`src/rtl/md_iter_unit_pkg.sv`:
```
// ---------------------------------------------------------------------------
// md_iter_unit_pkg
//   Shared definitions for the iterative multiply/divide unit:
//   operation codes, FSM state encoding and a small op-decode helper.
// ---------------------------------------------------------------------------
package md_iter_unit_pkg;

    localparam logic [1:0] MD_OP_MUL = 2'b11;
    localparam logic [1:0] MD_OP_DIV = 2'b01;

    typedef enum logic [1:0] {
        MD_IDLE    = 2'd0,
        MD_BUSY    = 2'd1,
        MD_DIVZERO = 2'd2,
        MD_DONE    = 2'd3
    } md_state_e;

    // Only MUL and DIV codes start an operation; anything else is a no-op.
    function automatic logic md_op_valid(input logic [1:0] op);
        return (op == MD_OP_MUL) || (op == MD_OP_DIV);
    endfunction

endpackage

```
`src/rtl/md_iter_unit_sign_fix.sv`:
```
// ---------------------------------------------------------------------------
// md_sign_fix
//   Combinational sign correction of the unsigned iterative result.
//   Ports:
//     is_div_i  in   1        1 = raw_i is {remainder, quotient}, 0 = product
//     neg_lo_i  in   1        negate product (mul) or quotient (div)
//     neg_hi_i  in   1        negate remainder (div only)
//     raw_i     in   2*WIDTH  unsigned magnitude result
//     fixed_o   out  2*WIDTH  corrected {HI, LO}
// ---------------------------------------------------------------------------
module md_sign_fix
    import md_iter_unit_pkg::*;
#(
    parameter int WIDTH = 32
) (
    input  logic                 is_div_i,
    input  logic                 neg_lo_i,
    input  logic                 neg_hi_i,
    input  logic [2*WIDTH-1:0]   raw_i,
    output logic [2*WIDTH-1:0]   fixed_o
);

    always_comb begin
        // NOTE: default assignment first so every path drives fixed_o; no latch.
        fixed_o = raw_i;
        if (is_div_i) begin
            if (neg_lo_i) fixed_o[WIDTH-1:0]       = -raw_i[WIDTH-1:0];
            if (neg_hi_i) fixed_o[2*WIDTH-1:WIDTH] = -raw_i[2*WIDTH-1:WIDTH];
        end else if (neg_lo_i) begin
            fixed_o = -raw_i;
        end
    end

endmodule

```
`src/rtl/md_iter_unit.sv`:
```
// ---------------------------------------------------------------------------
// md_iter_unit
//   Iterative 32-bit multiply/divide unit for the EX stage (MULT, MULTU,
//   DIV, DIVU). Shift-add multiplier and restoring divider, one bit per
//   cycle, one operation in flight. Signed operands are reduced to
//   magnitudes on accept; md_sign_fix restores the signs at completion.
//   Ports:
//     clk          in   1        clock
//     rst          in   1        synchronous active-high reset
//     start_i      in   1        request level (sampled only in IDLE)
//     annul_i      in   1        abort in-flight op / block accept in IDLE
//     op_sel_i     in   2        2'b11 mul, 2'b01 div, others ignored
//     md_signed_i  in   1        signed operands
//     opdata1_i    in   WIDTH    multiplicand / dividend
//     opdata2_i    in   WIDTH    multiplier / divisor
//     result_o     out  2*WIDTH  product or {remainder, quotient}
//     ready_o      out  1        one-cycle completion pulse
//     busy_o       out  1        operation in flight (BUSY or DIVZERO)
// ---------------------------------------------------------------------------
module md_iter_unit
    import md_iter_unit_pkg::*;
#(
    parameter int WIDTH = 32,
    parameter int CNT_W = 6
) (
    input  logic                 clk,
    input  logic                 rst,
    input  logic                 start_i,
    input  logic                 annul_i,
    input  logic [1:0]           op_sel_i,
    input  logic                 md_signed_i,
    input  logic [WIDTH-1:0]     opdata1_i,
    input  logic [WIDTH-1:0]     opdata2_i,
    output logic [2*WIDTH-1:0]   result_o,
    output logic                 ready_o,
    output logic                 busy_o
);

    md_state_e            state_q,  state_d;
    logic [CNT_W-1:0]     cnt_q,    cnt_d;
    logic                 is_div_q, is_div_d;
    logic                 neg_lo_q, neg_lo_d;
    logic                 neg_hi_q, neg_hi_d;
    // acc: mul accumulator, or div {rem, quo}; for div-by-zero it holds the
    // final result directly.
    logic [2*WIDTH-1:0]   acc_q,    acc_d;
    logic [2*WIDTH-1:0]   mcand_q,  mcand_d;   // multiplicand, shifts left
    logic [WIDTH-1:0]     opb_q,    opb_d;     // multiplier (shifts right) or divisor
    logic [2*WIDTH-1:0]   result_q, result_d;

    // Operand decode on accept.
    logic                 a_neg, b_neg;
    logic [WIDTH-1:0]     a_mag, b_mag;

    assign a_neg = md_signed_i & opdata1_i[WIDTH-1];
    assign b_neg = md_signed_i & opdata2_i[WIDTH-1];
    assign a_mag = a_neg ? -opdata1_i : opdata1_i;
    assign b_mag = b_neg ? -opdata2_i : opdata2_i;

    // One iteration of each datapath.
    logic [2*WIDTH-1:0]   mul_next;
    logic [WIDTH:0]       div_trial;
    logic [2*WIDTH-1:0]   div_next;
    logic [2*WIDTH-1:0]   iter_next;
    logic [2*WIDTH-1:0]   fixed;

    assign mul_next = opb_q[0] ? (acc_q + mcand_q) : acc_q;

    // Trial subtract on the shifted upper half, keeping the bit shifted out
    // of the remainder so a remainder >= 2^(WIDTH-1) is not truncated.
    assign div_trial = acc_q[2*WIDTH-1:WIDTH-1] - {1'b0, opb_q};
    assign div_next  = div_trial[WIDTH]
                     ? {acc_q[2*WIDTH-2:0], 1'b0}
                     : {div_trial[WIDTH-1:0], acc_q[WIDTH-2:0], 1'b1};

    assign iter_next = is_div_q ? div_next : mul_next;

    md_sign_fix #(.WIDTH(WIDTH)) u_sign_fix (
        .is_div_i (is_div_q),
        .neg_lo_i (neg_lo_q),
        .neg_hi_i (neg_hi_q),
        .raw_i    (iter_next),
        .fixed_o  (fixed)
    );

    always_comb begin
        state_d  = state_q;
        cnt_d    = cnt_q;
        is_div_d = is_div_q;
        neg_lo_d = neg_lo_q;
        neg_hi_d = neg_hi_q;
        acc_d    = acc_q;
        mcand_d  = mcand_q;
        opb_d    = opb_q;
        result_d = result_q;

        unique case (state_q)
            MD_IDLE: begin
                if (start_i && !annul_i && md_op_valid(op_sel_i)) begin
                    is_div_d = (op_sel_i == MD_OP_DIV);
                    neg_lo_d = a_neg ^ b_neg;
                    neg_hi_d = a_neg;
                    cnt_d    = '0;
                    mcand_d  = {{WIDTH{1'b0}}, a_mag};
                    opb_d    = b_mag;
                    if (op_sel_i == MD_OP_DIV) begin
                        if (opdata2_i == '0) begin
                            acc_d   = {opdata1_i, {WIDTH{1'b1}}};
                            state_d = MD_DIVZERO;
                        end else begin
                            acc_d   = {{WIDTH{1'b0}}, a_mag};
                            state_d = MD_BUSY;
                        end
                    end else begin
                        acc_d   = '0;
                        state_d = MD_BUSY;
                    end
                end
            end

            MD_BUSY: begin
                if (annul_i) begin
                    state_d = MD_IDLE;
                end else begin
                    acc_d = iter_next;
                    if (!is_div_q) begin
                        mcand_d = mcand_q << 1;
                        opb_d   = opb_q >> 1;
                    end
                    if (cnt_q == CNT_W'(WIDTH - 1)) begin
                        result_d = fixed;
                        state_d  = MD_DONE;
                    end else begin
                        cnt_d = cnt_q + 1'b1;
                    end
                end
            end

            MD_DIVZERO: begin
                if (annul_i) begin
                    state_d = MD_IDLE;
                end else begin
                    result_d = acc_q;
                    state_d  = MD_DONE;
                end
            end

            MD_DONE: begin
                state_d = MD_IDLE;
            end

            default: state_d = MD_IDLE;
        endcase
    end

    always_ff @(posedge clk) begin
        if (rst) begin
            // NOTE: every register is reset, including the datapath; there is no
            // memory array here and reset values keep result_o deterministic.
            state_q  <= MD_IDLE;
            cnt_q    <= '0;
            is_div_q <= 1'b0;
            neg_lo_q <= 1'b0;
            neg_hi_q <= 1'b0;
            acc_q    <= '0;
            mcand_q  <= '0;
            opb_q    <= '0;
            result_q <= '0;
        end else begin
            // NOTE: non-blocking assignments so all registers update together.
            state_q  <= state_d;
            cnt_q    <= cnt_d;
            is_div_q <= is_div_d;
            neg_lo_q <= neg_lo_d;
            neg_hi_q <= neg_hi_d;
            acc_q    <= acc_d;
            mcand_q  <= mcand_d;
            opb_q    <= opb_d;
            result_q <= result_d;
        end
    end

    assign result_o = result_q;
    assign ready_o  = (state_q == MD_DONE);
    assign busy_o   = (state_q == MD_BUSY) || (state_q == MD_DIVZERO);

endmodule

```
`config.mk`:
```
export PLATFORM = sky130hd
export DESIGN_NAME = md_iter_unit
export DESIGN_NICKNAME = d
export VERILOG_FILES = /design/src/rtl/md_iter_unit_pkg.sv /design/src/rtl/md_iter_unit_sign_fix.sv /design/src/rtl/md_iter_unit.sv
export SDC_FILE = /design/constraint.sdc
export NUM_CORES = 1
export LEC_CHECK = 0
export ABC_AREA = 1
export CAP_MARGIN = 20
export CORE_MARGIN = 3
export CORE_UTILIZATION = 45
export CTS_BUF_LIST = sky130_fd_sc_hd__clkbuf_16
export DETAILED_ROUTE_END_ITERATION = 8
export SETUP_SLACK_MARGIN = 0.05
export SYNTH_ARGS = -nofsm -noshare
export SYNTH_HDL_FRONTEND = slang
export SYNTH_SLANG_ARGS = --single-unit
```
`constraint.sdc`:
```
create_clock -name clk -period 5.58 [get_ports clk]
set_clock_uncertainty 0.2 [all_clocks]
set_input_delay 0.837 -clock clk [delete_from_list [all_inputs] [get_ports clk]]
set_output_delay 0.837 -clock clk [all_outputs]
set_load 0.05 [all_outputs]
```
# Word-level counts from Yosys, hierarchy flattened
# Cells that the tools add are included.
# totals
reg_bits	235
inputBits	71
out_inout_bits	66
wordCells	85
# classes
n_addsub	8
n_eq_ne	13
n_mux	37
n_bitwise	3
n_reduce_logical	15
# ops
op	count
64-bit 2-to-1 mux	15
64-bit one-hot mux with 2 select lines	3
32-bit 2-to-1 mux	7
32-bit negation	4
64-bit adder	1
64-bit negation	1
32-bit one-hot mux with 2 select lines	1
33-bit by 32-bit subtractor with 33-bit output	1
32-bit logical NOT	1
6-bit 2-to-1 mux	3
2-bit 2-to-1 mux	6
2-bit != test (second input constant)	6
6-bit one-hot mux with 2 select lines	1
4-bit AND reduction	3
2-bit one-hot mux with 4 select lines	1
6-bit by 1-bit adder with 6-bit output (second input constant)	1
2-bit equality test (second input constant)	3
6-bit by 5-bit equality test with 1-bit output (second input constant)	1
2-bit by 1-bit equality test with 1-bit output (second input constant)	2
2-bit AND reduction	2
2-bit nonzero test	2
3-bit != test (second input constant)	1
3-bit AND reduction	1
1-bit bitwise AND	2
other kinds (5)	7

# Longest topological paths before layout
# Gate-level depths: netlist of the first run.
# depth
word_depth	9
ltp_mapped	36
ltp_nobuf	36

# Hierarchy
# Synthesis of the first run repeated with hierarchy kept, for this count alone.
# unflattened
hier_cells	4350
hier_area_um2	24402.2
# modules_own_cells
module	instances	cells_per_inst	area_per_inst_um2	seq_area_each_um2
md_iter_unit	1	3827	21802.2	4704.5
md_sign_fix	1	523	2600.0	0.0

# Worst setup path after synthesis of the first run
# Ideal clock, no wire load.
# synth_timing
path_kind	register to register
start	reg acc_q[31]
end	reg result_q[40], in the netlist result_o[40]
setup_ps	132
arrival_ps	3736
required_ps	5248
slack_ps	1512
stages_incl_launch_ff	36
n_path_buf	0
period_less_slack_ps	4068
cell_sequence	dfxtp_1 > inv_1 > ha_1 > inv_1 > fa_1 > nand2_1 > nand2_1 > nand3_2 > nand2_2 > nand2_2 > nand2_4 > nand2_4 > nand2_4 > nand2_1 > nand2_2 > o21ai_4 > ha_1 > inv_1 > nor2_1 > nand3_1 > nor2_1 > nand2_1 > inv_1 > nand2_1 > nor2_2 > nand3_1 > nor2_1 > nand3_1 > nand2_1 > nand2_2 > nor2_4 > nand2_1 > nand2_1 > nor2_1 > o21ai_0 > a21oi_1
# synth_between
elab_chain_cells	9
word_cells_on_any_way	13
classes_between	add/sub (4); mux (9)
# synth_rtl
element	line_no	rtl
from (decl)	md_iter_unit.sv:46	logic [2*WIDTH-1:0] acc_q, acc_d;
from (signal assigned)	md_iter_unit.sv:165	acc_q <= '0;
from (signal assigned)	md_iter_unit.sv:176	acc_q <= acc_d;
64-bit adder / 33-bit by 32-bit subtractor with 33-bit output (equally long branches)	md_iter_unit.sv:67, md_iter_unit.sv:71	
64-bit 2-to-1 mux, on equally long branches	md_iter_unit.sv:67, md_iter_unit.sv:73	
64-bit 2-to-1 mux (*)	md_iter_unit.sv:76	assign iter_next = is_div_q ? div_next : mul_next;
64-bit negation / 32-bit negation (equally long branches)	md_iter_unit_sign_fix.sv:30, md_iter_unit_sign_fix.sv:28	
64-bit 2-to-1 mux / 32-bit 2-to-1 mux (equally long branches)	md_iter_unit_sign_fix.sv:29, md_iter_unit_sign_fix.sv:28	
64-bit 2-to-1 mux (*)	md_iter_unit_sign_fix.sv:26	if (is_div_i) begin
64-bit 2-to-1 mux (*)	md_iter_unit.sv:130	if (cnt_q == CNT_W'(WIDTH - 1)) begin
64-bit 2-to-1 mux (*)	md_iter_unit.sv:122	if (annul_i) begin
64-bit one-hot mux with 2 select lines (*)	md_iter_unit.sv:97	unique case (state_q)
to (signal assigned)	md_iter_unit.sv:179	result_q <= result_d;
to (decl)	md_iter_unit.sv:49	logic [2*WIDTH-1:0] result_q, result_d;
# Every way passes the cells marked *; elsewhere a longest branch is shown, timed or not. The select of a mux whose other input is x is not followed.
# A chain may end at the register's enable or synchronous reset.

# Worst setup path in the final report of the first run
# Ends and elaborated chain as after synthesis.

==> results.md, run 1 <==
- CP max FO: 7
- Mapped Area: between 20,000 and 25,000 µm²
- Total Routed Length: ~110,000 µm
- TritonCTS clock tree: built
- Met2 wire len: approximately 48,000 µm
- WL/cell: about 22 µm
- YS warnings: 0
- Slew headroom: 29.1%
- Crit Path Category: flop to flop
- 1st-pass router iterations: 7
- Die area: approximately 56,000 µm²
- Post-CTS Setup Inserts: 0
- Met1 wire length: 44,500 µm
- Setup TNS Final: 0 ns
- Final Power: between 15 and 20 mW
- Bufs on Longest Clock Path: 3
- Synthesized area per cell: 5.65 µm²
- CP max stage cell: fa_1
- Pleak: 12.5 nW
- Die Y: 236 µm
- Hold_ws: 0.262 ns
- Tcrit/Tclk final: between 90 and 100%
- CTS Buf Count: 30
- Post-DP HPWL: 87,500 µm
- Max-slew violation count: 0
- Yosys top cell area share: a little over a fifth
- Pwr dens: 733 nW/µm²
- Final ANT Viol Nets: 0
- GRT Residual Overflow: 0
- Root Buffer: clkbuf_16
- Num Clock Sinks: between 200 and 250
- Placer Congestion: between 1 and 1.5
- Min Clock Period, post-route: 5.12 ns
- Gate Count Post-Synth: ~4,200
- Top-count cell post-synth: nand2_1
- Fin nets: roughly 4,400
- Total of max-cap violations: 0
- Clock transition at path regs: 0.06 ns
- Total track usage: a little under two fifths
- Post-cts resize count: 0
- First-pass GRT wire length: ~160,000 µm
- Setup repair after global routing missed its margin: no
- Pin count of the biggest net entering global routing: ~160
- Area contributors post-synth: nand2_1 22%, dfxtp_1 20%, inv_1 9.0%
- Post-synth ARST share: 0%
- Final hold vios: 0
- Ratio of cells with drive above 1 in the final layout: around 5.3%
- Top FF cell, synth: dfxtp_1
- Starting Density: between 40% and 50%
- Slowest Stage Delay on Critical Path: between 0.4 and 0.5 ns
- H-tree depth: 1
- Worst-margin pin slew: between 1 and 1.5 ns
- Reg-to-reg slack, setup: approximately 0.46 ns
- Cell mode on critical path: nand2_1
- FF+latch count, synth: 235
- Post-synthesis sequential area ratio: between 10% and 20%
- WL met3: roughly 10,000 µm
- Vias in the first global route: 25,800
- Hold path start: result_o[13]$_SDFFE_PP0P_
- Die width: 236 µm
- Startpoint Class: flop
- Worst hold endpoint: result_o[13]$_SDFFE_PP0P_
- # port buffers: 136
- Worst Path Arrival: 5.37 ns
- Reg2Reg Launch Point: acc_q[31]$_SDFFE_PP0P_
- Crit end category: flop
- I/O pins: approximately 140
- Setup-failing EPs final: 0
- Number of distinct library cells after synthesis: 56
- Synth cell count leaders: 1,373 x nand2_1, 571 x inv_1, 391 x nor2_1
- First DRT Iteration DRCs: between 3,000 and 4,000
- Row count: slightly above 80
- Top routing layer in use: met5
- CP required: 5.83 ns
- Worst reg2reg path depth: 35
- Yosys top cell by area: nand2_1
- Status: completed
- EDFF count, synth: 0
- Residual DRC: 0
- Worst VDD drop: 0.000628 V
- Fmax: between 0.15 and 0.2 GHz
- DR vias: approximately 28,000
- Hold Crit Depth: 2
- Initial antenna violation count: 7
- Worst-Skew Late Latency: approximately 0.60 ns
- Syn Nets: roughly 4,400
- Hold buffers post-CTS: 0
- Hold Crit Class: flop to flop
- Via density per instance: roughly 5.7
- Layout Area Growth over Synthesis: 11.9%
- Core Region: 51,800 µm²
- Worst flop-to-flop path endpoint: result_o[40]$_SDFFE_PP0P_
-- through the flow --
step	util (%)	instance area [µm²]	setup WS, ns	instances
final	51.4	26600	0.461	4964
after global placement	49.5	25700	0.741	4905
after global routing	51.4	26600	0.0746	4961
after CTS	51.4	26600	0.580	4960
after detailed placement	49.5	25700	0.597	4905
after floorplan	-	23800	1.51	4214
-- logic make-up (layout without fill, tap and decap cells) --
group / count (synthesis) / count (layout) / share of synthesized area (%)
xor+xnor: 69 / 69 / 2.54
compound gates: 820 / 820 / 20.3
flops: 235 / 235 / 19.8
fa+ha+maj: 106 / 106 / 5.64
other cells: 0 / 3 / 0
buf+inv: 743 / 810 / 12.0
simple gates: 2241 / 2241 / 39.7
-- worst max-delay path, delay by kind of cell, from the launching register on --
family                   cells  cell delay [ns]
flip-flops                   1             0.36
adder cells (fa/ha/maj)      3             0.83
AO/OA/AOI/OAI                3             0.55
buffers and inverters        4             0.28
AND/OR/NAND/NOR             25             2.75
-- power by group --
| group | switching [mW] | internal [mW] |
|---|---|---|
| Sequential | 0.624 | 2.19 |
| Clock | 0.841 | 1.07 |
| Combinational | 10.6 | 4.20 |
-- area by class of cell --
cell class	count	area (µm²)
Tap cell	680	851
Clock inverter	25	189
Fill cell	5683	25200
Antenna cell	3	7.51
Sequential cell	235	4710
Inverter	581	2180
Multi-Input combinational cell	3236	16300
Timing Repair Buffer	174	1680
Clock buffer	30	751
-- flip-flops by register name, indices dropped and copies added (netlist names) --
| register | cells |
|---|---|
| state_q | 2 |
| acc_q | 64 |
| is_div_q | 1 |
| neg_lo_q | 1 |
| neg_hi_q | 1 |
| mcand_q | 64 |
| result_o | 64 |
| cnt_q | 6 |
| opb_q | 32 |
-- layer usage --
metal | track usage, % | vias up
met2 | 58.6 | 1282
li1 | - | 13800
met3 | 7.31 | 298
met5 | 0 | -
met4 | 18.2 | 6
met1 | 48.6 | 12900
-- placed cells by master (no fill, tap or decap), types with 10 or more instances in the layout --
| cell type | instances |
|---|---|
| a211oi_1 | 29 |
| a21oi_1 | 382 |
| a221oi_1 | 39 |
| a22oi_1 | 33 |
| a31oi_1 | 29 |
| buf_4 | 35 |
| clkbuf_16 | 30 |
| clkdlybuf4s50_1 | 135 |
| clkinv_1 | 10 |
| dfxtp_1 | 233 |
| ha_1 | 103 |
| inv_1 | 574 |
| nand2_1 | 1371 |
| nand2_2 | 38 |
| nand3_1 | 246 |
| nand3_2 | 15 |
| nand3b_1 | 20 |
| nand4_1 | 38 |
| nor2_1 | 390 |
| nor2_2 | 29 |
| nor2_4 | 13 |
| nor3_1 | 43 |
| nor4_1 | 12 |
| o211ai_1 | 27 |
| o21ai_0 | 171 |
| o21ai_1 | 13 |
| o21bai_1 | 19 |
| o221ai_1 | 33 |
| xnor2_1 | 24 |
| xor2_1 | 45 |
-- how the worst max path moves through the flow --
stage | endpoint | start | cells after the start
4_1_cts | result_o[42]$_SDFFE_PP0P_ | acc_q[31]$_SDFFE_PP0P_ | 36
2_1_floorplan | result_o[40]$_SDFFE_PP0P_ | acc_q[31]$_SDFFE_PP0P_ | 35
5_1_grt | result_o[42]$_SDFFE_PP0P_ | acc_q[31]$_SDFFE_PP0P_ | 36
3_3_place_gp | result_o[42]$_SDFFE_PP0P_ | acc_q[31]$_SDFFE_PP0P_ | 35
3_5_place_dp | result_o[42]$_SDFFE_PP0P_ | acc_q[31]$_SDFFE_PP0P_ | 36
6_report | result_o[40]$_SDFFE_PP0P_ | acc_q[31]$_SDFFE_PP0P_ | 35
Power figures use the tool's default switching activity.
==> run 2: changes to the inputs <==
ABC_CLOCK_PERIOD_IN_PS = 5580   (was not set)
CTS_CLUSTER_SIZE = 14   (was not set)
==> results.md, run 2 (same netlist as run 1, synthesis figures left out) <==
- GRT Residual Overflow: 0
- WL/cell: 21.9 µm
- TritonCTS clock tree: built
- Most common cell after layout, fill and taps aside: nand2_1
- Crit end category: flop
- Layout Area Growth over Synthesis: 11.9%
- Pre-CTS setup slack: approximately 0.6 ns
- Setup repair after global routing missed its margin: no
- CP max FO: 7
- Worst Path Arrival: about 5.4 ns
- 1st-pass router iterations: 6
- Pwr dens: between 700 and 800 nW/µm²
- Commonest non-fill, non-tap cells in the layout: 1,371 x nand2_1, 574 x inv_1, 390 x nor2_1
- Bufs on Longest Clock Path: 3
- CP required: 5.84 ns
- Post-cts resize count: 0
- Worst-Skew Late Latency: 0.61 ns
- Starting Density: 45.9%
- Hold buffers post-CTS: 0
- Hold Crit Depth: 2
- Status: completed
- Placer Congestion: slightly above 1
- Fin nets: 4,435
- Reg-to-reg slack, setup: between 0.4 and 0.5 ns
- First DRT Iteration DRCs: just under 3,000
- Die width: approximately 240 µm
- DR vias: between 20,000 and 30,000
- Crit Path Category: flop to flop
- Pin count of the biggest net entering global routing: approximately 160
- Vias in the first global route: around 26,000
- Worst-margin pin slew: 1.05 ns
- Die Y: roughly 240 µm
- Die area: around 56,000 µm²
- First-pass GRT wire length: 160,000 µm
- Clock transition at path regs: ~0.060 ns
- I/O pins: between 100 and 150
- Post-CTS Setup Inserts: 0
- Total track usage: between 30% and 40%
- Worst reg2reg path depth: 35
- Residual DRC: 0
- Worst VDD drop: about 0.00062 V
- Row count: between 80 and 90
- Via density per instance: 5.70
- Worst flop-to-flop path endpoint: result_o[40]$_SDFFE_PP0P_
- Post-route cell area: about 27,000 µm²
- Min Clock Period, post-route: slightly above 5 ns
- Setup-failing EPs final: 0
- Pleak: between 10 and 15 nW
- Num Clock Sinks: between 200 and 250
- Slew headroom: between 20% and 30%
- Worst setup margin: between 0.4 and 0.5 ns
- Setup TNS Final: 0 ns
- Worst hold endpoint: result_o[39]$_SDFFE_PP0P_
- Total Routed Length: ~110,000 µm
- H-tree depth: 1
- Reg2Reg Launch Point: acc_q[31]$_SDFFE_PP0P_
- Cell mode on critical path: nand2_1
- Startpoint Class: flop
- # port buffers: around 140
- Core Region: a little over 50,000 µm²
- Tcrit/Tclk final: 91.4%
- Ratio of cells with drive above 1 in the final layout: under 10%
- Final Power: 19.5 mW
- CP max stage cell: fa_1
- Post-DP HPWL: 87,500 µm
- Root Buffer: clkbuf_16
- CTS Buf Count: 30
- Hold Crit Class: flop to flop
- Area of placed instances: about 26,000 µm²
- Final ANT Viol Nets: 0
- Hold path start: result_o[39]$_SDFFE_PP0P_
- Initial antenna violation count: 7
- Total of max-cap violations: 0
- Final hold vios: 0
- Slowest Stage Delay on Critical Path: 0.44 ns
- Fmax: a little under 0.2 GHz
- Hold_ws: ~0.26 ns
- Max-slew violation count: 0
## run 2: cell counts in the layout (fill, tap and decap cells not counted)
Identical to the previous run, type by type.
## run 2: worst max-delay path: cells and delay by family (launching register included)
kind	cells	cell delay, ns
adder cells (fa/ha/maj)	3	0.83
AO/OA/AOI/OAI	3	0.53
flip-flops	1	0.37
AND/OR/NAND/NOR	25	2.74
buffers and inverters	4	0.28
## run 2: area by class of cell
type                       count  area [µm²]
antenna                        3        7.51
clock buffer                  30         751
clock inverter                25         189
fill                        5683       25200
inverter                     581        2180
multi-input combinational   3236       16300
sequential                   235        4710
tap                          680         851
timing repair buffer         174        1680
## run 2: power breakdown
group	switching, mW	internal (mW)	total (mW)
Combinational	10.6	4.20	14.8
Clock	0.844	1.07	1.91
Sequential	0.622	2.19	2.81
## run 2: per-layer routing
| layer | global-route usage (%) | wire (µm) | vias up |
|---|---|---|---|
| met1 | 48.6 | 44800 | 12900 |
| li1 | - | - | 13800 |
| met4 | 18.2 | 6070 | 6 |
| met5 | 0 | 45 | - |
| met2 | 58.6 | 47600 | 1332 |
| met3 | 7.31 | 10000 | 298 |
## run 2: through the flow
stage          cells  util (%)
3_3_place_gp    4905      49.5
5_1_grt         4961      51.4
6_report        4964      51.4
2_1_floorplan   4214         -
3_5_place_dp    4905      49.5
4_1_cts         4960      51.4
## run 2: how the worst max path moves through the flow
stage / from / endpoint / slack [ns]
2_1_floorplan: acc_q[31]$_SDFFE_PP0P_ / result_o[40]$_SDFFE_PP0P_ / 1.51
3_3_place_gp: acc_q[31]$_SDFFE_PP0P_ / result_o[42]$_SDFFE_PP0P_ / 0.74
3_5_place_dp: acc_q[31]$_SDFFE_PP0P_ / result_o[42]$_SDFFE_PP0P_ / 0.60
4_1_cts: acc_q[31]$_SDFFE_PP0P_ / result_o[42]$_SDFFE_PP0P_ / 0.58
5_1_grt: acc_q[31]$_SDFFE_PP0P_ / result_o[42]$_SDFFE_PP0P_ / 0.07
6_report: acc_q[31]$_SDFFE_PP0P_ / result_o[40]$_SDFFE_PP0P_ / 0.48
